File: src/rtl/estendedor_pkg.sv
// estendedor_pkg: shared state type and duration clamp for the pulse stretcher
package estendedor_pkg;

    typedef enum logic [1:0] {
        OCIOSO = 2'd0,
        ALTO   = 2'd1,
        PAUSA  = 2'd2
    } estado_t;

    // A requested width of 0 would give no pulse at all; treat it as 1 cycle.
    function automatic logic [31:0] satura_duracao(input logic [31:0] d);
        return (d == 32'd0) ? 32'd1 : d;
    endfunction

endpackage

File: src/rtl/estendedor_canal.sv
// estendedor_canal: one stretcher channel (FSM, width/gap counter, one-deep queue, loss flag)
//   clk, rst (async, active-high)
//   pulso          single-cycle event request
//   duracao        pulse width D (0 treated as 1), shared
//   retrig         1: event during ALTO extends the pulse, 0: queues it
//   limpa_perdido  synchronous clear of perdido
//   saida          registered stretched level
//   ocupado        registered: not idle or event pending
//   perdido        registered sticky: an event was dropped
module estendedor_canal
    import estendedor_pkg::*;
#(
    parameter int W         = 8,
    parameter int PAUSA_MIN = 1
) (
    input  logic         clk,
    input  logic         rst,
    input  logic         pulso,
    input  logic [W-1:0] duracao,
    input  logic         retrig,
    input  logic         limpa_perdido,
    output logic         saida,
    output logic         ocupado,
    output logic         perdido
);

    localparam logic [W-1:0] CARGA_PAUSA = W'(PAUSA_MIN - 1);

    estado_t      r_estado;
    logic [W-1:0] r_cnt;
    logic         r_pendente;
    logic         r_saida;
    logic         r_ocupado;
    logic         r_perdido;
    logic [W-1:0] w_carga;

    assign w_carga = W'(satura_duracao(32'(duracao)) - 32'd1);

    // The clear is written first so that any loss assignment later in the
    // same cycle overrides it.
    always_ff @(posedge clk or posedge rst) begin
        if (rst) begin
            r_estado   <= OCIOSO;
            r_cnt      <= '0;
            r_pendente <= 1'b0;
            r_saida    <= 1'b0;
            r_ocupado  <= 1'b0;
            r_perdido  <= 1'b0;
        end else begin
            if (limpa_perdido)
                r_perdido <= 1'b0;
            case (r_estado)
                OCIOSO: begin
                    if (pulso) begin
                        r_estado  <= ALTO;
                        r_cnt     <= w_carga;
                        r_saida   <= 1'b1;
                        r_ocupado <= 1'b1;
                    end
                end
                ALTO: begin
                    if (pulso && retrig) begin
                        r_cnt <= w_carga;
                    end else begin
                        if (pulso) begin
                            if (r_pendente)
                                r_perdido <= 1'b1;
                            else
                                r_pendente <= 1'b1;
                        end
                        // cnt==0 ends the pulse before any decrement, so no wrap
                        if (r_cnt == '0) begin
                            r_estado <= PAUSA;
                            r_cnt    <= CARGA_PAUSA;
                            r_saida  <= 1'b0;
                        end else begin
                            r_cnt <= r_cnt - 1'b1;
                        end
                    end
                end
                PAUSA: begin
                    if (r_cnt == '0) begin
                        // An event arriving on the last gap cycle starts the
                        // next pulse directly instead of being stranded.
                        if (r_pendente || pulso) begin
                            r_estado   <= ALTO;
                            r_cnt      <= w_carga;
                            r_saida    <= 1'b1;
                            r_pendente <= 1'b0;
                            if (pulso && r_pendente)
                                r_perdido <= 1'b1;
                        end else begin
                            r_estado  <= OCIOSO;
                            r_ocupado <= 1'b0;
                        end
                    end else begin
                        r_cnt <= r_cnt - 1'b1;
                        if (pulso) begin
                            if (r_pendente)
                                r_perdido <= 1'b1;
                            else
                                r_pendente <= 1'b1;
                        end
                    end
                end
                default: begin
                    r_estado  <= OCIOSO;
                    r_saida   <= 1'b0;
                    r_ocupado <= r_pendente;
                end
            endcase
        end
    end

    assign saida   = r_saida;
    assign ocupado = r_ocupado;
    assign perdido = r_perdido;

endmodule

File: src/rtl/estendedor_pulso.sv
// estendedor_pulso: multi-channel pulse stretcher with mandatory low gap and one-deep queue
//   clk, rst (async, active-high)
//   pulso[CANAIS]   event requests
//   duracao[W]      pulse width, shared (0 treated as 1)
//   retrig          extend-on-event enable, shared
//   limpa_perdido   clears all perdido bits
//   saida[CANAIS]   stretched outputs
//   ocupado[CANAIS] channel active or event pending
//   perdido[CANAIS] sticky dropped-event flags
module estendedor_pulso
    import estendedor_pkg::*;
#(
    parameter int CANAIS    = 2,
    parameter int W         = 8,
    parameter int PAUSA_MIN = 1
) (
    input  logic              clk,
    input  logic              rst,
    input  logic [CANAIS-1:0] pulso,
    input  logic [W-1:0]      duracao,
    input  logic              retrig,
    input  logic              limpa_perdido,
    output logic [CANAIS-1:0] saida,
    output logic [CANAIS-1:0] ocupado,
    output logic [CANAIS-1:0] perdido
);

    for (genvar g = 0; g < CANAIS; g++) begin : g_canal
        estendedor_canal #(
            .W         (W),
            .PAUSA_MIN (PAUSA_MIN)
        ) u_canal (
            .clk           (clk),
            .rst           (rst),
            .pulso         (pulso[g]),
            .duracao       (duracao),
            .retrig        (retrig),
            .limpa_perdido (limpa_perdido),
            .saida         (saida[g]),
            .ocupado       (ocupado[g]),
            .perdido       (perdido[g])
        );
    end

endmodule

File: config.mk
export PLATFORM = sky130hd
export DESIGN_NAME = estendedor_pulso
export DESIGN_NICKNAME = d
export VERILOG_FILES = /design/src/rtl/estendedor_pkg.sv /design/src/rtl/estendedor_canal.sv /design/src/rtl/estendedor_pulso.sv
export SDC_FILE = /design/constraint.sdc
export NUM_CORES = 1
export LEC_CHECK = 0
export ABC_AREA = 1
export BUFFER_PORTS_ARGS = -buffer_cell sky130_fd_sc_hd__buf_4
export CORE_ASPECT_RATIO = 1.75
export CORE_MARGIN = 2
export CORE_UTILIZATION = 65
export DETAILED_ROUTE_END_ITERATION = 12
export GPL_TIMING_DRIVEN = 0
export PLACE_DENSITY = 0.89
export RECOVER_POWER = 100
export SYNTH_ARGS = -nofsm -noshare
export SYNTH_HDL_FRONTEND = slang
export SYNTH_HIERARCHICAL = 1
export SYNTH_SLANG_ARGS = --single-unit
File: constraint.sdc
create_clock -name clk -period 2.37 [get_ports clk]
set_input_delay 0 -clock clk [delete_from_list [all_inputs] [get_ports clk]]
set_output_delay 0 -clock clk [all_outputs]
set_load 0.005 [all_outputs]
Word level (Yosys, flattened, before mapping)
Index checks and enable logic that the tools add are counted.
{ "classes": {"reduce_logical": 25, "n_bitwise": 2, "n_addsub": 3, "n_mux": 69, "n_eq_ne": 18} }
{ "ops": {"columns": ["op", "count"], "rows": [
  ["2-to-1 mux 8 bit", 11],
  ["case mux 8 bit (3 select lines)", 2],
  ["2-to-1 mux 1 bit", 38],
  ["zero test 8 bit", 3],
  ["subtractor 8 x 1 -> 8 bit (second input constant)", 3],
  ["2-to-1 mux 2 bit", 8],
  ["AND reduction 4 bit", 4],
  ["!= test 2 x 1 -> 1 bit (second input constant)", 6],
  ["!= test 2 bit (second input constant)", 6],
  ["case mux 1 bit (3 select lines)", 4],
  ["case mux 2 bit (3 select lines)", 2],
  ["AND reduction 3 bit", 4],
  ["AND reduction 5 bit", 2],
  ["case mux 1 bit (2 select lines)", 4],
  ["!= test 3 bit (second input constant)", 2],
  ["nonzero test 3 bit", 2],
  ["equality test 2 x 1 -> 1 bit (second input constant)", 2],
  ["equality test 2 bit (second input constant)", 2],
  ["logical AND 1 bit", 4],
  ["zero test 2 bit", 2],
  ["nonzero test 2 bit", 2],
  ["logical OR 1 bit", 2],
  ["NOT 1 bit", 2]
]} }
{ "totals": {"out_inout_bits": 6, "inputBits": 14, "regBits": 28, "wordCells": 129} }

Longest topological paths before layout
Gate-level depths: netlist of run 1.
{ "depth": {"ltp_word": 6, "ltp_mapped": 12, "mapped_depth_nobuf": 12} }

Cells and area by module
The synthesis of run 1 kept the hierarchy.
{ "by_module_without_submodules": {"columns": ["module", "instances", "cells_each", "seq_area_each_um2", "area_each_um2"], "rows": [
  ["estendedor_canal at g_canal[0].u_canal", 1, 192, 350.3, 1302.5],
  ["estendedor_canal at g_canal[1].u_canal", 1, 179, 350.3, 1188.6]
]} }

Worst setup path after synthesis of run 1
OpenSTA, ideal clock, no wires.
{ "synth_timing": {"path_type": "register to register", "start": "reg g_canal[0].u_canal.r_estado[0]", "end": "reg g_canal[0].u_canal.r_cnt[7]", "setup_time_ns": 0.120, "setup_slack_ns": 0.888, "n_path_buf": 1, "t_arrival_ns": 1.362, "t_required_ns": 2.250, "period_less_slack_ns": 1.482, "path_stages_with_launch": 9, "path_cell_list": "dfrtp_1 -> inv_1 -> ha_1 -> nor2_2 -> nand2_1 -> nand3_4 -> buf_12 -> nor2_1 -> a21oi_2"} }
{ "synth_between": {"elab_chain_cells": 3, "elab_cells_between_ends": 8, "cone_classes": "4 x eq/ne; 1 x mux; 3 x reduce/logical"} }
{ "synth_rtl": {"columns": ["element", "line", "source"], "rows": [
  ["from (decl)", "estendedor_canal.sv:29", "estado_t r_estado;"],
  ["from (signal assigned)", "estendedor_canal.sv:43", "r_estado <= OCIOSO;"],
  ["from (signal assigned)", "estendedor_canal.sv:55", "r_estado <= ALTO;"],
  ["from (signal assigned)", "estendedor_canal.sv:73", "r_estado <= PAUSA;"],
  ["equality test 2 bit (tied with other cells)", "estendedor_canal.sv:52", "case (r_estado)"],
  ["!= test 3 bit (no source line) (tied with other cells)", null, null],
  ["AND reduction 3 bit (no source line)", null, null],
  ["to (signal assigned)", "estendedor_canal.sv:56", "r_cnt <= w_carga;"],
  ["to (signal assigned)", "estendedor_canal.sv:63", "r_cnt <= w_carga;"],
  ["to (signal assigned)", "estendedor_canal.sv:77", "r_cnt <= r_cnt - 1'b1;"],
  ["to (decl)", "estendedor_canal.sv:30", "logic [W-1:0] r_cnt;"]
]} }
Several ways; a longest one is shown, not always the timed one.
A chain may end at the register's enable or synchronous reset.

Final worst setup path of run 1
{ "layout_timing": {"start": "reg g_canal[1].u_canal.r_cnt[0]", "end": "reg g_canal[1].u_canal.r_saida"} }
{ "layout_between": {"elab_chain_cells": 3, "elab_cells_between_ends": 4, "cone_classes": "2 x eq/ne; 2 x reduce/logical"} }
{ "layout_rtl": {"columns": ["element", "line", "source"], "rows": [
  ["from (decl)", "estendedor_canal.sv:30", null],
  ["from (signal assigned)", "estendedor_canal.sv:56", null],
  ["from (signal assigned)", "estendedor_canal.sv:63", null],
  ["from (signal assigned)", "estendedor_canal.sv:77", null],
  ["zero test 8 bit *", "estendedor_canal.sv:72, estendedor_canal.sv:82", null],
  ["!= test 2 x 1 -> 1 bit (no source line)", null, null],
  ["AND reduction 5 bit (no source line) *", null, null],
  ["to (signal assigned)", "estendedor_canal.sv:75", "r_saida <= 1'b0;"],
  ["to (signal assigned)", "estendedor_canal.sv:88", "r_saida <= 1'b1;"],
  ["to (signal assigned)", "estendedor_canal.sv:108", "r_saida <= 1'b0;"],
  ["to (decl)", "estendedor_canal.sv:32", "logic r_saida;"]
]} }
Every way passes the cells marked *; elsewhere a longest branch is shown, timed or not.

==> flow_summary.html, run 1 <==
<table>
<tr><th>Metric</th><th>Value</th></tr>
<tr><th colspan="2">Run status</th></tr>
<tr><td>Outcome</td><td>finished, final reports clean</td></tr>
<tr><th colspan="2">Synth</th></tr>
<tr><td>Simple logic cell fraction of the synthesized area</td><td>roughly two fifths</td></tr>
<tr><td>Commonest register cell after synthesis</td><td>dfrtp_1</td></tr>
<tr><td>Netlist area before placement</td><td>2490 um^2</td></tr>
<tr><td>Area share of xor/xnor cells in the synthesized design</td><td>3.52%</td></tr>
<tr><td>Mapped Nets</td><td>398</td></tr>
<tr><td>Share of cell area taken by muxes after synthesis</td><td>0%</td></tr>
<tr><td>Number of flops mapped to enable cells by yosys</td><td>0</td></tr>
<tr><td>Post-synthesis adder-cell area fraction</td><td>about 6.5%</td></tr>
<tr><td>Share of Yosys cell area claimed by the top area cell type</td><td>between 20% and 30%</td></tr>
<tr><td>Mean instance size in the synthesized netlist</td><td>about 6.7 um^2</td></tr>
<tr><td>Post-synth top area cell</td><td>dfrtp_1</td></tr>
<tr><td>Part of the Yosys area used for sequential elements</td><td>between 20 and 30%</td></tr>
<tr><td>Compound-Gate Fraction of Synth Area</td><td>about 10%</td></tr>
<tr><td>Number of cells produced by synthesis</td><td>~370</td></tr>
<tr><td>Flop and latch count out of synthesis</td><td>28</td></tr>
<tr><td>Fraction of registers with async set or reset after synthesis</td><td>100%</td></tr>
<tr><td>Largest family of logic cells by synthesized area</td><td>simple AND/OR/NAND/NOR gates</td></tr>
<tr><td>Distinct cell type count of the synthesized netlist</td><td>31</td></tr>
<tr><td>Top area cells in the synthesized netlist</td><td>dfrtp_1 (28%), nand2_1 (14%), inv_1 (8.9%)</td></tr>
<tr><td>Number of warnings issued by yosys</td><td>6</td></tr>
<tr><th colspan="2">Floorplan</th></tr>
<tr><td>Die Span Y</td><td>approximately 86 um</td></tr>
<tr><td>Die outline width</td><td>between 50 and 60 um</td></tr>
<tr><td>I/O pin cnt</td><td>20</td></tr>
<tr><td>Count of standard-cell rows</td><td>29</td></tr>
<tr><td>Core Box Area</td><td>around 3700 um^2</td></tr>
<tr><td>Die Footprint</td><td>4360 um^2</td></tr>
<tr><td>Initial Utilization</td><td>68.0%</td></tr>
<tr><th colspan="2">Setup path</th></tr>
<tr><td>Sort of element at the end of the critical path</td><td>register</td></tr>
<tr><td>Maximum cell stage delay along the critical path</td><td>~0.4 ns</td></tr>
<tr><td>Worst Setup Start Kind</td><td>register</td></tr>
<tr><td>Critical path required time</td><td>~2.5 ns</td></tr>
<tr><td>Highest fanout seen on the critical path</td><td>6</td></tr>
<tr><td>Crit Path Class</td><td>register to register</td></tr>
<tr><td>Cell chain of the critical path</td><td>inv_1 &gt; ha_1 &gt; nand2_1 &gt; nor2_1 &gt; clkinv_1 &gt; o21ai_0 &gt; nand2_1 &gt; o21ai_0 &gt; nand2_1</td></tr>
<tr><td>Standard cell with the maximum stage delay on the critical path</td><td>dfrtp_1</td></tr>
<tr><td>Most Frequent Cell on Critical Path</td><td>nand2_1</td></tr>
<tr><td>Arrival time at the worst endpoint</td><td>~2.2 ns</td></tr>
<tr><th colspan="2">Clocking</th></tr>
<tr><td>Number of H-tree levels</td><td>1</td></tr>
<tr><td>Clock Sink Count</td><td>28</td></tr>
<tr><td>Clock transition at the registers of the reported paths</td><td>around 0.10 ns</td></tr>
<tr><td>Number of hold-repair buffers added at the cts stage</td><td>2</td></tr>
<tr><td>TritonCTS Buffers</td><td>3</td></tr>
<tr><td>CTS tree</td><td>done</td></tr>
<tr><td>Root Driver</td><td>clkbuf_8</td></tr>
<tr><td>Buffer depth of the longest clock path</td><td>2</td></tr>
<tr><td>Latest clock arrival within the worst-skew pair</td><td>roughly 0.27 ns</td></tr>
<tr><td>Number of setup buffers added after CTS</td><td>0</td></tr>
<tr><td>Resized Gates After CTS</td><td>0</td></tr>
<tr><th colspan="2">Timing</th></tr>
<tr><td>Unrepaired setup endpoints after global routing</td><td>no</td></tr>
<tr><td>Setup Total Neg Slack</td><td>0 ns</td></tr>
<tr><td>Fin. max-slew vios</td><td>0</td></tr>
<tr><td>Final setup violation count</td><td>0</td></tr>
<tr><td>Post-Route Hold Slack</td><td>around 0.020 ns</td></tr>
<tr><td>Fin crit share</td><td>between 80 and 90%</td></tr>
<tr><td>Worst slew slack as a fraction of its limit</td><td>about three fifths</td></tr>
<tr><td>Transition time at the pin with the least slew margin</td><td>0.580 ns</td></tr>
<tr><td>Timing-limited maximum frequency</td><td>~500 MHz</td></tr>
<tr><td>Final Hold Viols</td><td>0</td></tr>
<tr><td>Worst setup skew after layout</td><td>roughly 0.0044 ns</td></tr>
<tr><td>Final critical-path required period</td><td>1.98 ns</td></tr>
<tr><th colspan="2">Power</th></tr>
<tr><td>Total power density per cell area</td><td>about 1400 nW/um^2</td></tr>
<tr><td>IR drop worst, VDD</td><td>between 0.9 and 1 mV</td></tr>
<tr><td>Pleak</td><td>1.42 nW</td></tr>
<tr><th colspan="2">Routing</th></tr>
<tr><td>Via-to-Cell Ratio</td><td>roughly 5.4</td></tr>
<tr><td>Count of unresolved DRC violations after routing</td><td>0</td></tr>
<tr><td>Count of vias placed by the detailed router</td><td>about 2400</td></tr>
<tr><td>Detail Route Antenna Nets</td><td>0</td></tr>
<tr><td>Total Wirelength</td><td>5610 um</td></tr>
<tr><td>Detailed-routing wirelength on met1</td><td>about 2100 um</td></tr>
<tr><td>Length of the first detailed-routing pass in iterations</td><td>4</td></tr>
<tr><td>Total met3 wirelength after detailed routing</td><td>around 160 um</td></tr>
<tr><td>Met2 wire length</td><td>about 3200 um</td></tr>
<tr><td>Mean routed wirelength per cell</td><td>between 10 and 15 um</td></tr>
<tr><td>Number of DRC markers after the initial detailed-route iteration</td><td>73</td></tr>
<tr><td>Uppermost metal layer occupied by signal nets</td><td>met4</td></tr>
<tr><th colspan="2">Global routing</th></tr>
<tr><td>GRT Total Usage</td><td>about 29%</td></tr>
<tr><td>Largest net degree at the start of global routing</td><td>17</td></tr>
<tr><td>First-pass GRT wire length</td><td>~9900 um</td></tr>
<tr><td>Via count of the first global-routing pass</td><td>approximately 2500</td></tr>
<tr><td>Number of antenna violations at the first check in global routing</td><td>0</td></tr>
<tr><td>Total gr overflow</td><td>0</td></tr>
<tr><th colspan="2">Placement</th></tr>
<tr><td>Detailed Place HPWL</td><td>4420 um</td></tr>
<tr><td>PortBufs</td><td>19</td></tr>
<tr><td>RD Place Congestion</td><td>roughly 0.89</td></tr>
<tr><th colspan="2">Final layout</th></tr>
<tr><td>Count of antenna diodes in the layout</td><td>0</td></tr>
<tr><td>Number of nets in the layout</td><td>around 420</td></tr>
<tr><td>Post-synthesis to final-layout area growth</td><td>9.59%</td></tr>
<tr><td>Share of post-route cells with drive strength above 1</td><td>13.4%</td></tr>
<tr><th colspan="2">Flow run</th></tr>
<tr><td>Max-cap violations</td><td>0</td></tr>
<tr><th colspan="2">Worst hold path</th></tr>
<tr><td>Hold crit path type</td><td>primary input to register</td></tr>
</table>
==> cells in the final DEF, fill, tap and decap left out, types with 4 or more instances in the layout <==
cell and count:
a21boi_0 4, a21oi_1 17, buf_4 12, clkbuf_4 6, dfrtp_1 28, ha_1 13
inv_1 60, nand2_1 94, nand2_2 5, nand3_1 22, nand4_1 11, nor2_1 54
nor2_2 9, o21ai_0 12, o21ai_1 4, xor2_1 9
==> routing by layer <==
layer | vias to the layer above | track usage [%]
li1 | 1216 | -
met1 | 1097 | 29.6
met2 | 70 | 55.7
met3 | 18 | 2.09
met4 | 0 | 13.3
met5 | - | 0
==> critical path: cells and delay by family, from the launching register on <==
| family | cells | cell delay (ns) |
|---|---|---|
| fa+ha+maj | 1 | 0.18 |
| flops | 1 | 0.40 |
| buf+inv | 2 | 0.39 |
| compound gates | 2 | 0.26 |
| simple gates | 4 | 0.64 |
==> cells by family after synthesis <==
logic type | count (synthesis)
AND/OR/NAND/NOR | 211
buffers and inverters | 65
AO/OA/AOI/OAI | 44
flip-flops | 28
adder cells (fa/ha/maj) | 13
XOR/XNOR | 10
==> sequential cells by signal (all words and copies together), names as in the netlist <==
register	flops
g_canal.u_canal/ocupado	2
g_canal.u_canal/perdido	2
g_canal.u_canal/r_cnt	16
g_canal.u_canal/r_estado	4
g_canal.u_canal/r_pendente	2
g_canal.u_canal/saida	2
==> Yosys cell counts (2+ instances only) <==
master	n
nand4_1	11
dfrtp_1	28
o21ai_0	11
nand3_1	21
nand2_2	7
xor2_1	9
nor2_4	5
nand2_4	4
ha_1	13
nand3b_1	2
nand3_4	2
nor2_1	50
nor2_2	11
inv_1	59
a21oi_1	17
nand2_1	91
inv_2	5
nor3_1	2
a21boi_1	5
a21oi_2	2
o21ai_1	4
nand3_2	3
==> stage by stage <==
stage | util [%] | power (mW) | area [um^2] | setup slack [ns] | cells
finish | 74.5 | 3.69 | 2730 | 0.389 | 442
global route | 74.5 | 4.07 | 2730 | 0.230 | 442
CTS | 75.9 | 3.79 | 2780 | 0.585 | 442
detailed placement | 73.4 | 3.39 | 2690 | 0.612 | 436
global placement | 73.4 | 3.28 | 2690 | 0.659 | 436
floorplan | - | 2.83 | 2490 | 0.888 | 371
==> report_power, final <==
part           switching, mW  internal [mW]  total [mW]
clock network          0.156          0.226       0.382
logic                   1.49          0.894        2.39
registers              0.205          0.722       0.928
total                   1.85           1.84        3.69
==> final cells by class <==
cell class / count / area (um^2)
clock inverter: 1 / 30.0
inverter: 64 / 240
clock buffer: 3 / 41.3
sequential: 28 / 701
buffer: 1 / 20.0
multi-input combinational: 278 / 1480
tap: 46 / 57.6
timing repair buffer: 21 / 159
fill: 323 / 935
==> path summary, 6_finish.rpt <==
kind	startpoint	end	slack (ns)	depth (start not counted)
hold / removal	pulso[0]	g_canal[0].u_canal/perdido	0.02	3
setup reg to reg	g_canal[1].u_canal/r_cnt[0]	g_canal[1].u_canal/saida	0.39	9
min in group asynchronous	rst	g_canal[1].u_canal/r_cnt[4]	0.33	3
setup / recovery	g_canal[1].u_canal/r_cnt[0]	g_canal[1].u_canal/saida	0.39	9
max in group asynchronous	rst	g_canal[0].u_canal/r_estado[0]	1.66	3
hold reg to reg	g_canal[0].u_canal/ocupado	g_canal[0].u_canal/ocupado	0.49	2
(Power assumes the default switching activity.)
==> run 2, diff against run 1 <==
- CORE_UTILIZATION: 65 -> 55
- PLACE_DENSITY: 0.89 -> 0.8
- clock period: 2.37 -> 1.7 ns (I/O delays scaled with it)
==> run 2 against run 1 <==
Compared with the run above: worst setup slack worse by 0.30 ns; sequential power increased by 41%; core utilization is 8.0 points lower; sequential share of layout area down 1.5 points; routed wire length grew 3.9%; global-route usage fell by 4.1 points; clock power is 6.8% lower; critical path type unchanged; largest cell class unchanged; highest routed layer unchanged.
==> flow_summary.html, run 2 (synthesized netlist as in run 1, its figures left out) <==
<table>
<tr><th>Metric</th><th>Value</th></tr>
<tr><th colspan="2">Setup path</th></tr>
<tr><td>Source of the critical timing path</td><td>g_canal[0].u_canal/r_estado[0]</td></tr>
<tr><td>Kind of cell adding the most delay to the critical path</td><td>simple AND/OR/NAND/NOR gates</td></tr>
<tr><td>Arrival time at the worst endpoint</td><td>1.81 ns (-0.34 ns)</td></tr>
<tr><td>Critical path buffers and inverters</td><td>2 (unchanged)</td></tr>
<tr><td>Worst Setup Start Kind</td><td>register</td></tr>
<tr><td>Maximum cell stage delay along the critical path</td><td>0.39 ns (about the same)</td></tr>
<tr><td>Standard cell with the maximum stage delay on the critical path</td><td>dfrtp_1</td></tr>
<tr><td>Critical path required time</td><td>1.89 ns (-0.65 ns)</td></tr>
<tr><td>Slack of the worst reg-to-reg path</td><td>0.09 ns (-0.30 ns)</td></tr>
<tr><td>Worst reg2reg startpoint</td><td>g_canal[0].u_canal/r_estado[0]</td></tr>
<tr><td>Highest fanout seen on the critical path</td><td>6 (unchanged)</td></tr>
<tr><td>Number of cells on the worst reg-to-reg path</td><td>8 (-1)</td></tr>
<tr><td>Crit Path Class</td><td>register to register</td></tr>
<tr><td>Reg-to-reg critical path endpoint</td><td>g_canal[0].u_canal/r_cnt[4]</td></tr>
<tr><td>Cell chain of the critical path</td><td>inv_1 &gt; ha_1 &gt; inv_1 &gt; nor2_4 &gt; nand2_4 &gt; nor2_1 &gt; nor2_1 &gt; a21boi_1</td></tr>
<tr><td>Sort of element at the end of the critical path</td><td>register</td></tr>
<tr><th colspan="2">Routing</th></tr>
<tr><td>Total Wirelength</td><td>5830 um (+3.9%)</td></tr>
<tr><td>Number of DRC markers after the initial detailed-route iteration</td><td>41 (-44%)</td></tr>
<tr><td>Count of vias placed by the detailed router</td><td>2369 (-1.3%)</td></tr>
<tr><td>Via-to-Cell Ratio</td><td>5.23 (-3.7%)</td></tr>
<tr><td>Detail Route Antenna Nets</td><td>0 (unchanged)</td></tr>
<tr><td>Count of unresolved DRC violations after routing</td><td>0 (unchanged)</td></tr>
<tr><td>Length of the first detailed-routing pass in iterations</td><td>4 (unchanged)</td></tr>
<tr><td>Mean routed wirelength per cell</td><td>12.9 um (+1.3%)</td></tr>
<tr><th colspan="2">Timing</th></tr>
<tr><td>Final setup violation count</td><td>0 (unchanged)</td></tr>
<tr><td>Transition time at the pin with the least slew margin</td><td>0.576 ns (-0.00408 ns)</td></tr>
<tr><td>Fin. max-slew vios</td><td>0 (unchanged)</td></tr>
<tr><td>Setup Total Neg Slack</td><td>0 ns (unchanged)</td></tr>
<tr><td>Final critical-path required period</td><td>1.61 ns (-0.366 ns)</td></tr>
<tr><td>Setup WS post-layout</td><td>0.0854 ns (-0.304 ns)</td></tr>
<tr><td>Final Hold Viols</td><td>0 (unchanged)</td></tr>
<tr><td>Timing-limited maximum frequency</td><td>619 MHz (+23%)</td></tr>
<tr><td>Worst setup skew after layout</td><td>0.00618 ns (+0.00173 ns)</td></tr>
<tr><td>Worst slew slack as a fraction of its limit</td><td>61.5% (+0.27 points)</td></tr>
<tr><td>Fin crit share</td><td>95.0% (+11 points)</td></tr>
<tr><th colspan="2">Final layout</th></tr>
<tr><td>End-of-flow core utilization</td><td>66.5% (-8.0 points)</td></tr>
<tr><td>Share of post-route cells with drive strength above 1</td><td>21.4% (+8.0 points)</td></tr>
<tr><td>Most common cell after layout, fill and taps aside</td><td>nand2_1</td></tr>
<tr><td>Final non-filler cell area</td><td>2900 um^2 (+6.4%)</td></tr>
<tr><td>Post-synthesis to final-layout area growth</td><td>16.6%</td></tr>
<tr><td>Register ranked first by flip-flop count</td><td>g_canal.u_canal/r_cnt</td></tr>
<tr><td>Number of nets in the layout</td><td>431 (+1.7%)</td></tr>
<tr><td>Count of antenna diodes in the layout</td><td>0 (unchanged)</td></tr>
<tr><td>Most frequent cells in the layout</td><td>nand2_1 (91), inv_1 (55), nor2_1 (49)</td></tr>
<tr><td>Largest register FFs</td><td>16 (unchanged)</td></tr>
<tr><td>Registers with the most flip-flops</td><td>g_canal.u_canal/r_cnt (16), g_canal.u_canal/r_estado (4)</td></tr>
<tr><th colspan="2">Floorplan</th></tr>
<tr><td>I/O pin cnt</td><td>20 (unchanged)</td></tr>
<tr><td>Count of standard-cell rows</td><td>32 (+10%)</td></tr>
<tr><td>Die outline width</td><td>54.9 um (+8.0%)</td></tr>
<tr><td>Initial Utilization</td><td>57.1% (-11 points)</td></tr>
<tr><td>Die Span Y</td><td>93.0 um (+8.3%)</td></tr>
<tr><td>Die Footprint</td><td>5110 um^2 (+17%)</td></tr>
<tr><td>Core Box Area</td><td>4360 um^2 (+19%)</td></tr>
<tr><th colspan="2">Clocking</th></tr>
<tr><td>Clock Sink Count</td><td>28 (unchanged)</td></tr>
<tr><td>TritonCTS Buffers</td><td>3 (unchanged)</td></tr>
<tr><td>Clock transition at the registers of the reported paths</td><td>0.09 ns (about the same)</td></tr>
<tr><td>Buffer depth of the longest clock path</td><td>2 (unchanged)</td></tr>
<tr><td>Root Driver</td><td>clkbuf_8</td></tr>
<tr><td>Number of H-tree levels</td><td>1 (unchanged)</td></tr>
<tr><td>Latest clock arrival within the worst-skew pair</td><td>0.27 ns (about the same)</td></tr>
<tr><td>CTS tree</td><td>done</td></tr>
<tr><th colspan="2">Power</th></tr>
<tr><td>Pleak</td><td>1.45 nW (+1.8%)</td></tr>
<tr><td>IR drop worst, VDD</td><td>1.20 mV (+30%)</td></tr>
<tr><td>Total power density per cell area</td><td>1870 nW/um^2 (+38%)</td></tr>
<tr><th colspan="2">Global routing</th></tr>
<tr><td>Number of antenna violations at the first check in global routing</td><td>0 (unchanged)</td></tr>
<tr><td>GRT Total Usage</td><td>24.5% (-4.1 points)</td></tr>
<tr><td>Total gr overflow</td><td>0 (unchanged)</td></tr>
<tr><td>Largest net degree at the start of global routing</td><td>15 (-2)</td></tr>
<tr><td>First-pass GRT wire length</td><td>9440 um (-4.7%)</td></tr>
<tr><td>Via count of the first global-routing pass</td><td>2289 (-6.8%)</td></tr>
<tr><th colspan="2">Placement</th></tr>
<tr><td>Dpl cell area</td><td>2700 um^2 (+0.23%)</td></tr>
<tr><td>Post-Place Worst Slack</td><td>-0.0458 ns (-0.658 ns)</td></tr>
<tr><td>RD Place Congestion</td><td>0.895 (+0.92%)</td></tr>
<tr><td>Detailed Place HPWL</td><td>4460 um (+0.92%)</td></tr>
<tr><td>PortBufs</td><td>19 (unchanged)</td></tr>
<tr><th colspan="2">Run status</th></tr>
<tr><td>Outcome</td><td>finished, final reports clean</td></tr>
<tr><th colspan="2">Flow run</th></tr>
<tr><td>Max-cap violations</td><td>0 (unchanged)</td></tr>
<tr><th colspan="2">Worst hold path</th></tr>
<tr><td>Worst Min Path Start</td><td>pulso[1]</td></tr>
<tr><td>Hold crit path type</td><td>primary input to register</td></tr>
<tr><td>End point of the most critical hold path</td><td>g_canal[1].u_canal/perdido</td></tr>
<tr><td>Number of cells on the worst hold path</td><td>3 (unchanged)</td></tr>
</table>
run 2: changes by cell type in the layout (fill, tap and decap cells not counted), sizes merged:
cell / change
buf: +7
inv: +1
clkinv: -1
bufinv: -1
run 2: repair_timing:
action | CTS | global route
setup buffers | 0 | 7
pin swaps | 0 | 6
hold endpoints to repair | 29 | 0
hold buffers | 2 | 0
resized for setup | 2 | 19
cloned | 0 | 0
setup endpoints to repair | 7 | 19
run 2: metrics by stage:
step	power (mW)	hold WS (ns)	std cells
6_report	5.43	0.0187	453
5_1_grt	5.98	0.0466	453
4_1_cts	5.11	0.0149	446
3_5_place_dp	4.72	0.0993	441
3_3_place_gp	4.61	0.0862	441
2_1_floorplan	3.95	-0.111	371
run 2: tightest hold or removal path, delay by kind of cell:
kind            cells  cell delay [ns]
compound gates      1             0.07
simple gates        1             0.05
buf+inv             1             0.13
run 2: worst max path at each step:
stage | to | slack, ns | cells after the start
final | g_canal[0].u_canal/r_cnt[4] | 0.09 | 8
after global routing | g_canal[1].u_canal/r_cnt[4] | -0.03 | 12
after CTS | g_canal[0].u_canal/r_cnt[6] | 0.03 | 10
after detailed placement | g_canal[1].u_canal/r_cnt[2] | -0.05 | 10
after global placement | g_canal[1].u_canal/r_cnt[2] | -0.02 | 10
after floorplan | g_canal[0].u_canal/r_cnt[7] | 0.22 | 8
run 2: area by class of cell:
class | count | area, um^2
tap | 51 | 63.8
timing repair buffer | 28 | 215
multi-input combinational | 278 | 1620
buffer | 1 | 20.0
sequential | 28 | 703
clock buffer | 3 | 41.3
inverter | 64 | 240
fill | 376 | 1460
run 2: routing by layer:
metal,vias to the layer above,wire [um],track usage (%)
met5,-,0,0
met4,0,100,7.92
met3,10,67,1.92
met2,20,3530,48.5
met1,1108,2130,24.2
li1,1231,-,-
run 2: report_power, final:
part	total (mW)	leakage, nW	switching (mW)	internal (mW)
clock	0.356	0.0216	0.197	0.159
sequential	1.31	0.329	0.300	1.01
combinational	3.76	1.10	2.27	1.49
total	5.43	1.45	2.76	2.66
